--- src/rtl/shot_resolver.sv ---
// Fire-request resolver for the 10x10 board: pulses the shot line, tracks hits per ship,
// and on a sink pulses the ship plus its 8-neighbour halo before reporting a result code.
module shot_resolver #(
    parameter int NUM_SHIPS = 5,
    parameter int SID_W     = 3
) (
    input  logic                     clk,
    input  logic                     reset,
    input  logic                     fire_valid,
    output logic                     fire_ready,
    input  logic [3:0]               fire_row,
    input  logic [3:0]               fire_col,
    input  logic [NUM_SHIPS*100-1:0] ship_mask,
    output logic [99:0]              shot,
    output logic [99:0]              is_ship,
    output logic [99:0]              ship_sunk,
    output logic                     result_valid,
    output logic [1:0]               result_code,
    output logic [SID_W-1:0]         sunk_id,
    output logic [SID_W:0]           ships_left,
    output logic                     game_over
);

    typedef enum logic [2:0] {
        S_IDLE, S_SHOT, S_EVAL, S_SINK, S_RESULT, S_OVER
    } state_t;

    localparam logic [1:0] RC_MISS = 2'b00;
    localparam logic [1:0] RC_HIT  = 2'b01;
    localparam logic [1:0] RC_SUNK = 2'b10;
    localparam logic [1:0] RC_REJ  = 2'b11;

    state_t                 state_q, state_d;
    logic [6:0]             idx_q, idx_d;
    logic [SID_W-1:0]       owner_q, owner_d;
    logic [99:0]            shot_hist_q, shot_hist_d;
    logic [99:0]            hit_hist_q, hit_hist_d;
    logic [NUM_SHIPS-1:0]   sunk_flags_q, sunk_flags_d;
    logic [SID_W:0]         ships_left_q, ships_left_d;
    logic [SID_W-1:0]       sunk_id_q, sunk_id_d;
    logic [1:0]             result_code_q, result_code_d;

    logic [NUM_SHIPS-1:0][99:0] masks;
    logic [99:0]            sel_mask;
    logic [99:0]            halo;
    logic [SID_W-1:0]       owner_c;
    logic [6:0]             fire_idx;
    logic                   fire_oob;

    assign masks    = ship_mask;
    // Out-of-range coordinates may alias into 0..127; only used once the range check passes.
    assign fire_idx = 7'(fire_row) * 7'd10 + 7'(fire_col);
    assign fire_oob = (fire_row > 4'd9) || (fire_col > 4'd9);
    assign sel_mask = masks[owner_q];

    always_comb begin
        is_ship = '0;
        for (int k = 0; k < NUM_SHIPS; k++) is_ship = is_ship | masks[k];
    end

    // Scan downward so the lowest ship index wins an overlapping cell.
    always_comb begin
        owner_c = '0;
        for (int k = NUM_SHIPS - 1; k >= 0; k--) begin
            if (masks[k][idx_q]) owner_c = SID_W'(k);
        end
    end

    // Halo of the owning ship: each cell ORs its in-bounds 3x3 neighbourhood, no wrap.
    for (genvar gr = 0; gr < 10; gr++) begin : g_row
        for (genvar gc = 0; gc < 10; gc++) begin : g_col
            logic [8:0] nb;
            for (genvar dr = 0; dr < 3; dr++) begin : g_dr
                for (genvar dc = 0; dc < 3; dc++) begin : g_dc
                    if (gr + dr >= 1 && gr + dr <= 10 && gc + dc >= 1 && gc + dc <= 10) begin : g_in
                        assign nb[dr*3+dc] = sel_mask[(gr+dr-1)*10 + (gc+dc-1)];
                    end else begin : g_out
                        assign nb[dr*3+dc] = 1'b0;
                    end
                end
            end
            assign halo[gr*10+gc] = |nb;
        end
    end

    always_comb begin
        state_d       = state_q;
        idx_d         = idx_q;
        owner_d       = owner_q;
        shot_hist_d   = shot_hist_q;
        hit_hist_d    = hit_hist_q;
        sunk_flags_d  = sunk_flags_q;
        ships_left_d  = ships_left_q;
        sunk_id_d     = sunk_id_q;
        result_code_d = result_code_q;
        case (state_q)
            S_IDLE: begin
                if (fire_valid) begin
                    if (fire_oob || shot_hist_q[fire_idx]) begin
                        result_code_d = RC_REJ;
                        state_d       = S_RESULT;
                    end else begin
                        idx_d   = fire_idx;
                        state_d = S_SHOT;
                    end
                end
            end
            S_SHOT: begin
                shot_hist_d[idx_q] = 1'b1;
                hit_hist_d[idx_q]  = is_ship[idx_q];
                owner_d            = owner_c;
                state_d            = S_EVAL;
            end
            S_EVAL: begin
                if (!hit_hist_q[idx_q]) begin
                    result_code_d = RC_MISS;
                    state_d       = S_RESULT;
                end else if ((sel_mask & ~hit_hist_q) == '0 && !sunk_flags_q[owner_q]) begin
                    state_d = S_SINK;
                end else begin
                    result_code_d = RC_HIT;
                    state_d       = S_RESULT;
                end
            end
            S_SINK: begin
                sunk_flags_d[owner_q] = 1'b1;
                ships_left_d          = ships_left_q - 1'b1;
                sunk_id_d             = owner_q;
                result_code_d         = RC_SUNK;
                state_d               = S_RESULT;
            end
            S_RESULT: state_d = (ships_left_q == '0) ? S_OVER : S_IDLE;
            S_OVER:   state_d = S_OVER;
            default:  state_d = S_IDLE;
        endcase
    end

    always_ff @(posedge clk or posedge reset) begin
        if (reset) begin
            state_q       <= S_IDLE;
            idx_q         <= '0;
            owner_q       <= '0;
            shot_hist_q   <= '0;
            hit_hist_q    <= '0;
            sunk_flags_q  <= '0;
            ships_left_q  <= (SID_W+1)'(NUM_SHIPS);
            sunk_id_q     <= '0;
            result_code_q <= '0;
        end else begin
            state_q       <= state_d;
            idx_q         <= idx_d;
            owner_q       <= owner_d;
            shot_hist_q   <= shot_hist_d;
            hit_hist_q    <= hit_hist_d;
            sunk_flags_q  <= sunk_flags_d;
            ships_left_q  <= ships_left_d;
            sunk_id_q     <= sunk_id_d;
            result_code_q <= result_code_d;
        end
    end

    assign fire_ready   = (state_q == S_IDLE);
    assign shot         = (state_q == S_SHOT) ? (100'(1) << idx_q) : '0;
    assign ship_sunk    = (state_q == S_SINK) ? halo : '0;
    assign result_valid = (state_q == S_RESULT);
    assign result_code  = result_code_q;
    assign sunk_id      = sunk_id_q;
    assign ships_left   = ships_left_q;
    assign game_over    = (state_q == S_OVER);

endmodule

--- config.mk ---
export PLATFORM = sky130hd
export DESIGN_NAME = shot_resolver
export DESIGN_NICKNAME = d
export VERILOG_FILES = /design/src/rtl/shot_resolver.sv
export SDC_FILE = /design/constraint.sdc
export NUM_CORES = 1
export LEC_CHECK = 0
export BUFFER_PORTS_ARGS = -buffer_cell sky130_fd_sc_hd__buf_4
export CAP_MARGIN = 20
export CELL_PAD_IN_SITES_DETAIL_PLACEMENT = 1
export CELL_PAD_IN_SITES_GLOBAL_PLACEMENT = 1
export CORE_AREA = 5 5 314 316
export DETAILED_ROUTE_END_ITERATION = 12
export DIE_AREA = 0 0 319 321
export PLACE_DENSITY_LB_ADDON = 0.08
export SYNTH_ARGS = -nofsm -noshare
export SYNTH_HDL_FRONTEND = slang
export SYNTH_SLANG_ARGS = --single-unit
--- constraint.sdc ---
create_clock -name clk -period 7 [get_ports clk]
set_clock_uncertainty 0.15 [all_clocks]
set_input_delay 0.7 -clock clk [delete_from_list [all_inputs] [get_ports clk]]
set_output_delay 0.7 -clock clk [all_outputs]
set_load 0.02 [all_outputs]
==> results of run 1 <==
## cell families (layout without fill, tap and decap cells)
kind of cell / count (synthesis) / after routing / synth area share (%)
xor gates and xnor gates: 7 / 7 / 0.257
and+or+nand+nor: 1169 / 1169 / 22.4
muxes: 511 / 511 / 33.3
buffers and inverters: 291 / 1075 / 5.01
other: 0 / 11 / 0
adders and majority gates: 9 / 9 / 0.534
DFF: 227 / 227 / 23.8
AOI/OAI and AO/OA: 548 / 548 / 14.7
## area by class of cell
type / count / area (um2) / area share, %
Inverter: 112 / 424 / 1.29
Multi-Input combinational cell: 2244 / 17100 / 51.9
Clock inverter: 15 / 199 / 0.605
Antenna cell: 11 / 27.5 / 0.0837
Tap cell: 1276 / 1600 / 4.86
Timing Repair Buffer: 902 / 6930 / 21.1
Sequential cell: 227 / 5700 / 17.3
Clock buffer: 46 / 946 / 2.88
## layer usage
layer | part of all wire (%) | vias to the layer above | wire length [um]
met3 | 8.7 | 486 | 19100
met4 | 6.4 | 8 | 14000
met1 | 39 | 16040 | 86600
met5 | 0.025 | - | 54
met2 | 46 | 2204 | 100000
li1 | - | 11877 | -
## flip-flops by register name (all words and copies together), names as in the netlist
register / flops
hit_hist_q: 100
sunk_flags_q: 5
shot_hist_q: 100
result_code: 2
sunk_id: 3
owner_q: 3
idx_q: 7
ships_left: 4
state_q: 3
## cells in the mapped netlist (10+ instances only)
library cell | number | area share, %
sky130_fd_sc_hd__nor2_1 | 362 | 5.7
sky130_fd_sc_hd__nand2_1 | 329 | 5.2
sky130_fd_sc_hd__dfrtp_1 | 225 | 24
sky130_fd_sc_hd__nor3_1 | 219 | 4.6
sky130_fd_sc_hd__mux4_2 | 218 | 21
sky130_fd_sc_hd__mux2i_1 | 212 | 8.9
sky130_fd_sc_hd__a21oi_1 | 137 | 2.9
sky130_fd_sc_hd__inv_1 | 111 | 1.7
sky130_fd_sc_hd__o21ai_0 | 104 | 2.2
sky130_fd_sc_hd__o22ai_1 | 90 | 2.4
sky130_fd_sc_hd__clkbuf_1 | 81 | 1.3
sky130_fd_sc_hd__mux2_2 | 81 | 3.8
sky130_fd_sc_hd__nand2b_1 | 76 | 2.0
sky130_fd_sc_hd__buf_2 | 59 | 1.2
sky130_fd_sc_hd__or2_2 | 52 | 1.4
sky130_fd_sc_hd__a31oi_1 | 47 | 1.2
sky130_fd_sc_hd__buf_1 | 31 | 0.49
sky130_fd_sc_hd__nor4_1 | 24 | 0.63
sky130_fd_sc_hd__nand3_1 | 23 | 0.48
sky130_fd_sc_hd__o22a_1 | 21 | 0.77
sky130_fd_sc_hd__nor2b_1 | 20 | 0.52
sky130_fd_sc_hd__a22oi_1 | 16 | 0.50
sky130_fd_sc_hd__and2_1 | 12 | 0.31
sky130_fd_sc_hd__and3_1 | 12 | 0.31
sky130_fd_sc_hd__o211ai_1 | 12 | 0.38
sky130_fd_sc_hd__o221ai_1 | 11 | 0.40
sky130_fd_sc_hd__o2111ai_1 | 10 | 0.37
sky130_fd_sc_hd__o2bb2ai_1 | 10 | 0.37
## power by group
group          internal, mW  switching, mW
Combinational         0.422          0.757
Sequential             1.31        0.00460
Clock                  1.07          0.739
## stage by stage
| step | power (mW) | std cells | area, um2 | setup slack [ps] | hold slack [ps] |
|---|---|---|---|---|---|
| global placement | 2.47 | 4752 | 31600 | 949 | 294 |
| finish | 4.31 | 4833 | 32900 | 826 | 314 |
| floorplan | 1.73 | 2762 | 23900 | 2950 | 278 |
| detailed placement | 2.47 | 4758 | 31700 | 1260 | 300 |
| CTS | 4.29 | 4819 | 32800 | 1210 | 211 |
| global route | 4.39 | 4825 | 32900 | 1040 | 328 |
## final timing paths
path	start	to	cells past startpoint
setup / recovery	owner_q[2]	result_code[1]	10
hold reg to reg	shot_hist_q[68]	shot_hist_q[68]	1
setup reg to reg	owner_q[2]	result_code[1]	10
hold / removal	shot_hist_q[68]	shot_hist_q[68]	1
max in group asynchronous	reset	ships_left[0]	6
min in group asynchronous	reset	shot_hist_q[31]	3
## placed cells by master (no fill, tap or decap), drive strengths merged, types with 6 or more instances in the layout
cell type / instances
o2bb2ai: 10
or3: 6
nor2b: 20
or2: 53
o21ai: 105
inv: 112
mux2i: 212
a211oi: 6
dfrtp: 225
o22a: 21
and3: 12
clkinv: 8
a22o: 7
nor2: 362
and2: 12
nand2b: 76
o221ai: 11
ha: 7
a31oi: 47
a22oi: 16
o2111ai: 10
mux4: 218
nor4: 25
diode: 11
a21oi: 137
a41oi: 6
o22ai: 90
clkbuf: 46
a222oi: 6
or4: 10
o21a: 6
nand2: 329
nand3: 23
mux2: 81
nor3: 219
buf: 901
o211ai: 12
==> summary by stage, run 1 <==
Outcome
The run finished with clean final reports.

Floorplan
The core outline area is 95700 um2. During I/O placement, the number of pins put on the boundary was 823. The site row count is 114.

The initial utilization of the core area, before any placement, comes to 24.9%. The die is 319 um wide. The floorplan step defined a die boundary enclosing 102000 um2. The die span in y is 321 um.

Clocking
The clock input transition at the sequential cells of the worst setup and hold paths is 60 ps. The number of gates resized after CTS was 0. At the later pin of the worst-skew pair, clock insertion delay measures 590 ps. The CTS sink count is 227. The number of levels the H-tree was split into is 2.

The quantity of hold-fixing buffers added after cts is 0. The number of buffers inserted during clock tree synthesis is 34. The CTS tree is built. The library cell used as clock root buffer is sky130_fd_sc_hd__clkbuf_16.

The post-CTS setup repair buffer count is 0. No sink is reached through more buffers than the 3 on the longest clock path.

Route
The first detailed-routing pass took 5 iterations. Wires add up to 220 mm. The count of nets left with antenna violations once routing finished came out at 0.

In the routed design, unresolved DRC markers number 0. After detailed routing, the number of vias per cell comes to 6.33. After detailed routing, the average wire length per cell comes to 45.5 um.

Across all layers, the routed design uses 30615 vias. The detailed router's first-iteration violation count is 3710.

Worst setup path
The data arrival time of the worst path is 6470 ps. STA classifies the critical path endpoint as a register. The largest incremental delay on the critical path is 1060 ps. Walking the worst path, the cells encountered are nand2b_4 -> buf_12 -> nor3_1 -> a2111oi_0 -> o2111ai_1 -> nor4_1 -> nand4_1 -> nor4_4 -> nor4_1 -> o21a_1. The cell type of the slowest stage on the worst timing path is sky130_fd_sc_hd__dfrtp_4.

Among cell families on the critical path, the largest total delay comes from simple AND/OR/NAND/NOR gates. The start-to-end type of the worst setup path is register to register. The number of buffers and inverters on the critical path is 1. Setup slack on the worst reg-to-reg path comes out at 830 ps. In this run the worst path has a maximum fanout of 71.

STA classifies the critical path startpoint as a register. The most numerous cell on the critical path is sky130_fd_sc_hd__nor4_1. The required arrival time at the worst endpoint is 7300 ps.

Placement
The number of buffers added on ports is 822. The HPWL after detailed placement is 185 mm. The placer congestion estimate is 1.04.

Timing
The setup violation total in the final timing report is 0. The worst slew slack as a fraction of its limit is 18.1%. After layout, the worst path uses 88.2% of the clock period. The post-route setup TNS is 0 ps. The clock period minus final worst setup slack is 6170 ps. The count of final max-slew check failures was 0. The number of hold violations in the final report is 0. For this run, the top clock speed supported by timing is 0.162 GHz. The transition at the pin with the smallest max-transition slack is 1200 ps. Setup repair after global routing left no endpoint under its margin.

Logic synthesis
The primary flip-flop cell chosen by synthesis mapping is sky130_fd_sc_hd__dfrtp_1. The flip-flop and latch count after synthesis is 227. Yosys mapped the design onto 78 distinct sky130hd cell types.

The number of standard cells after synthesis is 2762. For this run, asynchronously set or reset flops after synthesis account for 100%. The sequential fraction of the synthesis area is 23.8%. For this run, the number of Yosys warnings is 0. Averaged over all synthesized cells, the footprint is 8.64 um2. The number of nets in the synthesized netlist is 3282. Summing every instance area after synthesis gives 23900 um2. Yosys mapped a number of flops with a built-in enable equal to 0.

Pwr
The total leakage power is 15.0 nW. The worst IR drop on VDD is 147 uV. In this run the power density over the cells is 131 nW/um2.

Global route
Across every metal layer, demand over resource in global routing totals 40.8%. The met3 usage in global routing is 8.77%. The met2 usage is 65.8%. The layer carrying the most global-route usage is met2. Entering global routing, the biggest net connects 120 pins.

The global-route wire length before repair is 289 mm. The number of global-route vias before repair is 31143. The overall overflow remaining after global route is 0. The number of antenna violations at the first check in global routing was 24. For this run, global-route usage on met1 was measured as 51.8%.

Hold path
The path category of the worst min-delay check is register to register.

Cells and area
The post-route core utilization is 34.4%. Compared with the post-synthesis result, the final layout area differs by 37.7%. The layout cell share with drive strength beyond 1 is 37.8%. The final layout net count is 4041. The filler cells instantiated in the layout total 11185.

Flow run
Across the run, the number of max-cap violations was 0.
Power figures use the tool's default switching activity.
==> run 2, diff against run 1 <==
--- a/config.mk
+++ b/config.mk
@@ -9,9 +9,10 @@
 export CAP_MARGIN = 20
 export CELL_PAD_IN_SITES_DETAIL_PLACEMENT = 1
 export CELL_PAD_IN_SITES_GLOBAL_PLACEMENT = 1
-export CORE_AREA = 5 5 314 316
+export CORE_AREA = 5 5 318 320
+export CTS_BUF_LIST = sky130_fd_sc_hd__clkbuf_8
 export DETAILED_ROUTE_END_ITERATION = 12
-export DIE_AREA = 0 0 319 321
+export DIE_AREA = 0 0 323 325
 export PLACE_DENSITY_LB_ADDON = 0.08
 export SYNTH_ARGS = -nofsm -noshare
 export SYNTH_HDL_FRONTEND = slang
==> run 2 against run 1 <==
Against the previous run: power shrank 7.6%; largest power group unchanged; largest cell class unchanged; critical path depth unchanged; sequential power is essentially flat; global-route usage is 1.2 points lower; combinational power about the same; maximum frequency grew 2.7%; clock-buffer cell count increased by 12; final cell count is 0.95% higher; first-iteration DRC count down 3.6%; register-to-register slack gained 750 ps; via count decreased by 0.44%.
==> summary by stage, run 2 (synthesis gave the netlist of run 1 again) <==
Clocking
The number of buffers inserted during clock tree synthesis is 45. Once the clock tree was built, the setup fixing pass inserted 0 buffers. The clock passes through at most 3 buffers. TritonCTS built the clock tree.

The number of gates resized after CTS was 0. The clock insertion delay at the later pin of the skew report is 660 ps. The number of levels the H-tree was split into is 2. The library cell used as clock root buffer is sky130_fd_sc_hd__clkbuf_8. The quantity of hold-fixing buffers added after cts is 0. The clock drives 227 sinks.

The clock input transition at the sequential cells of the worst setup and hold paths is 70 ps.

Route
The wire length per cell is 44.6 um. The detail route stage leaves a number of antenna-violating nets equal to 0. In the routed design, unresolved DRC markers number 0. The first TritonRoute pass finished after 9 iterations. The post-detailed-routing wire length is 218 mm. The total vias in the final route is 30480. Using the TritonRoute via totals, the vias-per-cell ratio works out to 6.25. The detailed router finished its first iteration with 3578 violations.

Worst setup path
For this design, the slowest cell found on the critical path is sky130_fd_sc_hd__dfrtp_4. The data arrival time of the worst path is 5160 ps. The setup check on the worst reg-to-reg path leaves a slack of 1580 ps. The required arrival time at the worst endpoint is 6150 ps. Traced cell by cell, the critical path runs through nor2b_4 -> buf_4 -> a21oi_1 -> o22ai_1 -> nor2_1 -> nor4b_1 -> buf_2 -> and2_1 -> a31oi_1 -> buf_4. The cell that appears most often on the critical path is sky130_fd_sc_hd__buf_4.

The largest incremental delay on the critical path is 860 ps. The number of cells on the worst reg-to-reg path is 10. STA classifies the critical path startpoint as a register. Along the worst path, the maximum fanout reaches 34.

The type of element capturing the critical path is an output pin. The worst setup path is of the register to output pin kind.

Floorplan
The die span in x is 323 um. 823 I/O pins were placed. The region available for standard cell placement spans 97800 um2. The area of the die is 105000 um2. The effective utilization at floorplan is 24.4%. From bottom edge to top edge, the die measures 325 um. The site row count is 115.

Cells and area
In the layout the commonest cells are sky130_fd_sc_hd__buf_4, sky130_fd_sc_hd__nor2_1, sky130_fd_sc_hd__nand2_1, sky130_fd_sc_hd__dfrtp_1. The total of fill cells in the finished design is 11561. The area growth from synthesis to layout is 37.0%. Once layout is done, the placed cells without fillers occupy 32700 um2. The largest registers in the layout are hit_hist_q x100, shot_hist_q x100, idx_q x7. The layout cell share with drive strength beyond 1 is 38.1%. The count of cells in the finished layout, fillers not included, comes to 4879. The final layout net count is 4060.

The library cell used most frequently in the layout, excluding fill and tap cells, is sky130_fd_sc_hd__buf_4.

Placement
The placer congestion estimate is 1.05. In this run the tool buffered the top-level ports with 822 buffer cells. Detailed placement finished with a half-perimeter wire length of 184 mm. The total placed instance area is 31700 um2. The number of instances in the placed design is 4780.

Pwr
The worst IR drop on VDD is 124 uV. The total power density per cell area is 122 nW/um2. In this run the static leakage power is 15.0 nW.

Timing
The smallest clock period supported by the final layout is computed as 6010 ps. Setup repair after global routing left no endpoint under its margin. The count of final max-slew check failures is 0. Headroom to the max-slew limit came out at 22.2%. For this run, the top clock speed supported by timing is 0.166 GHz.

The worst path uses 85.9% of the clock period. Adding up every negative setup slack in the final design gives 0 ps. The transition at the pin with the smallest max-transition slack is 1140 ps.

The setup violation total in the final timing report is 0. The number of hold violations in the final report was 0.

Hold path
The path category of the worst min-delay check is input port to asynchronous set/reset pin.

Global route
The number of global-route vias before repair was 31229. The number of antenna violations at the first check in global routing is 26. Entering global routing, the biggest net connects 150 pins.

Global routing finished with a remaining overflow of 0. The global-route wire length before repair is 288 mm. The global-route usage over all layers is 39.6%.

Flow run
The max capacitance violation total is 0.

Outcome
The run finished with clean final reports.
## run 2: cell count changes in the layout (fill, tap and decap cells not counted), moves of 4 or more
cell / delta
sky130_fd_sc_hd__buf_4: +12
sky130_fd_sc_hd__clkinv_2: +5
sky130_fd_sc_hd__clkinv_4: -4
sky130_fd_sc_hd__clkbuf_16: -34
sky130_fd_sc_hd__clkbuf_1: -7
sky130_fd_sc_hd__inv_1: +11
sky130_fd_sc_hd__diode_2: +7
sky130_fd_sc_hd__clkbuf_8: +53
## run 2: critical path, delay by kind of cell, from the launching register on
kind            cells  cell delay (ps)
compound gates      3             1020
simple gates        4             1620
flops               1              860
buf+inv             3              960
## run 2: layout make-up
| class | instances | area (um2) | share of cell area (%) |
|---|---|---|---|
| Clock buffer | 58 | 798 | 2.44 |
| Sequential cell | 227 | 5700 | 17.4 |
| Timing Repair Buffer | 910 | 6940 | 21.2 |
| Inverter | 112 | 424 | 1.30 |
| Antenna cell | 18 | 45.0 | 0.138 |
| Multi-Input combinational cell | 2244 | 17000 | 52.1 |
| Tap cell | 1287 | 1610 | 4.92 |
| Clock inverter | 23 | 138 | 0.421 |
## run 2: path summary, 6_finish.rpt
check	endpoint	startpoint
worst max register to register	state_q[2]	owner_q[2]
worst min-delay path	shot_hist_q[10]	reset
worst min register to register	shot_hist_q[18]	shot_hist_q[18]
worst max-delay path	ship_sunk[81]	owner_q[0]
max in group asynchronous	owner_q[2]	reset
min in group clk	shot_hist_q[18]	shot_hist_q[18]
## run 2: through the flow
step	hold WS, ps	utilization [%]	setup slack (ps)	power [mW]
2_1_floorplan	278	-	2950	1.73
3_3_place_gp	294	32.4	1720	2.48
3_5_place_dp	297	32.4	1740	2.49
4_1_cts	4.42	33.4	1170	3.97
5_1_grt	50.7	33.4	1140	4.07
6_report	18.8	33.4	986	3.98
## run 2: metal layers
layer	global-route usage [%]	vias up	share of wire, %
li1	-	11936	-
met1	51.1	15937	40
met2	62.5	2133	45
met3	9.77	462	9.3
met4	18.2	12	5.7
met5	0	-	0.035
## run 2: where the power goes
| group | leakage, nW | total [mW] | switching (mW) | internal [mW] |
|---|---|---|---|---|
| Sequential | 2.85 | 1.32 | 0.00423 | 1.31 |
| Clock | 0.527 | 1.47 | 0.692 | 0.782 |
| Combinational | 11.6 | 1.19 | 0.765 | 0.423 |
| Total | 15.0 | 3.98 | 1.46 | 2.52 |
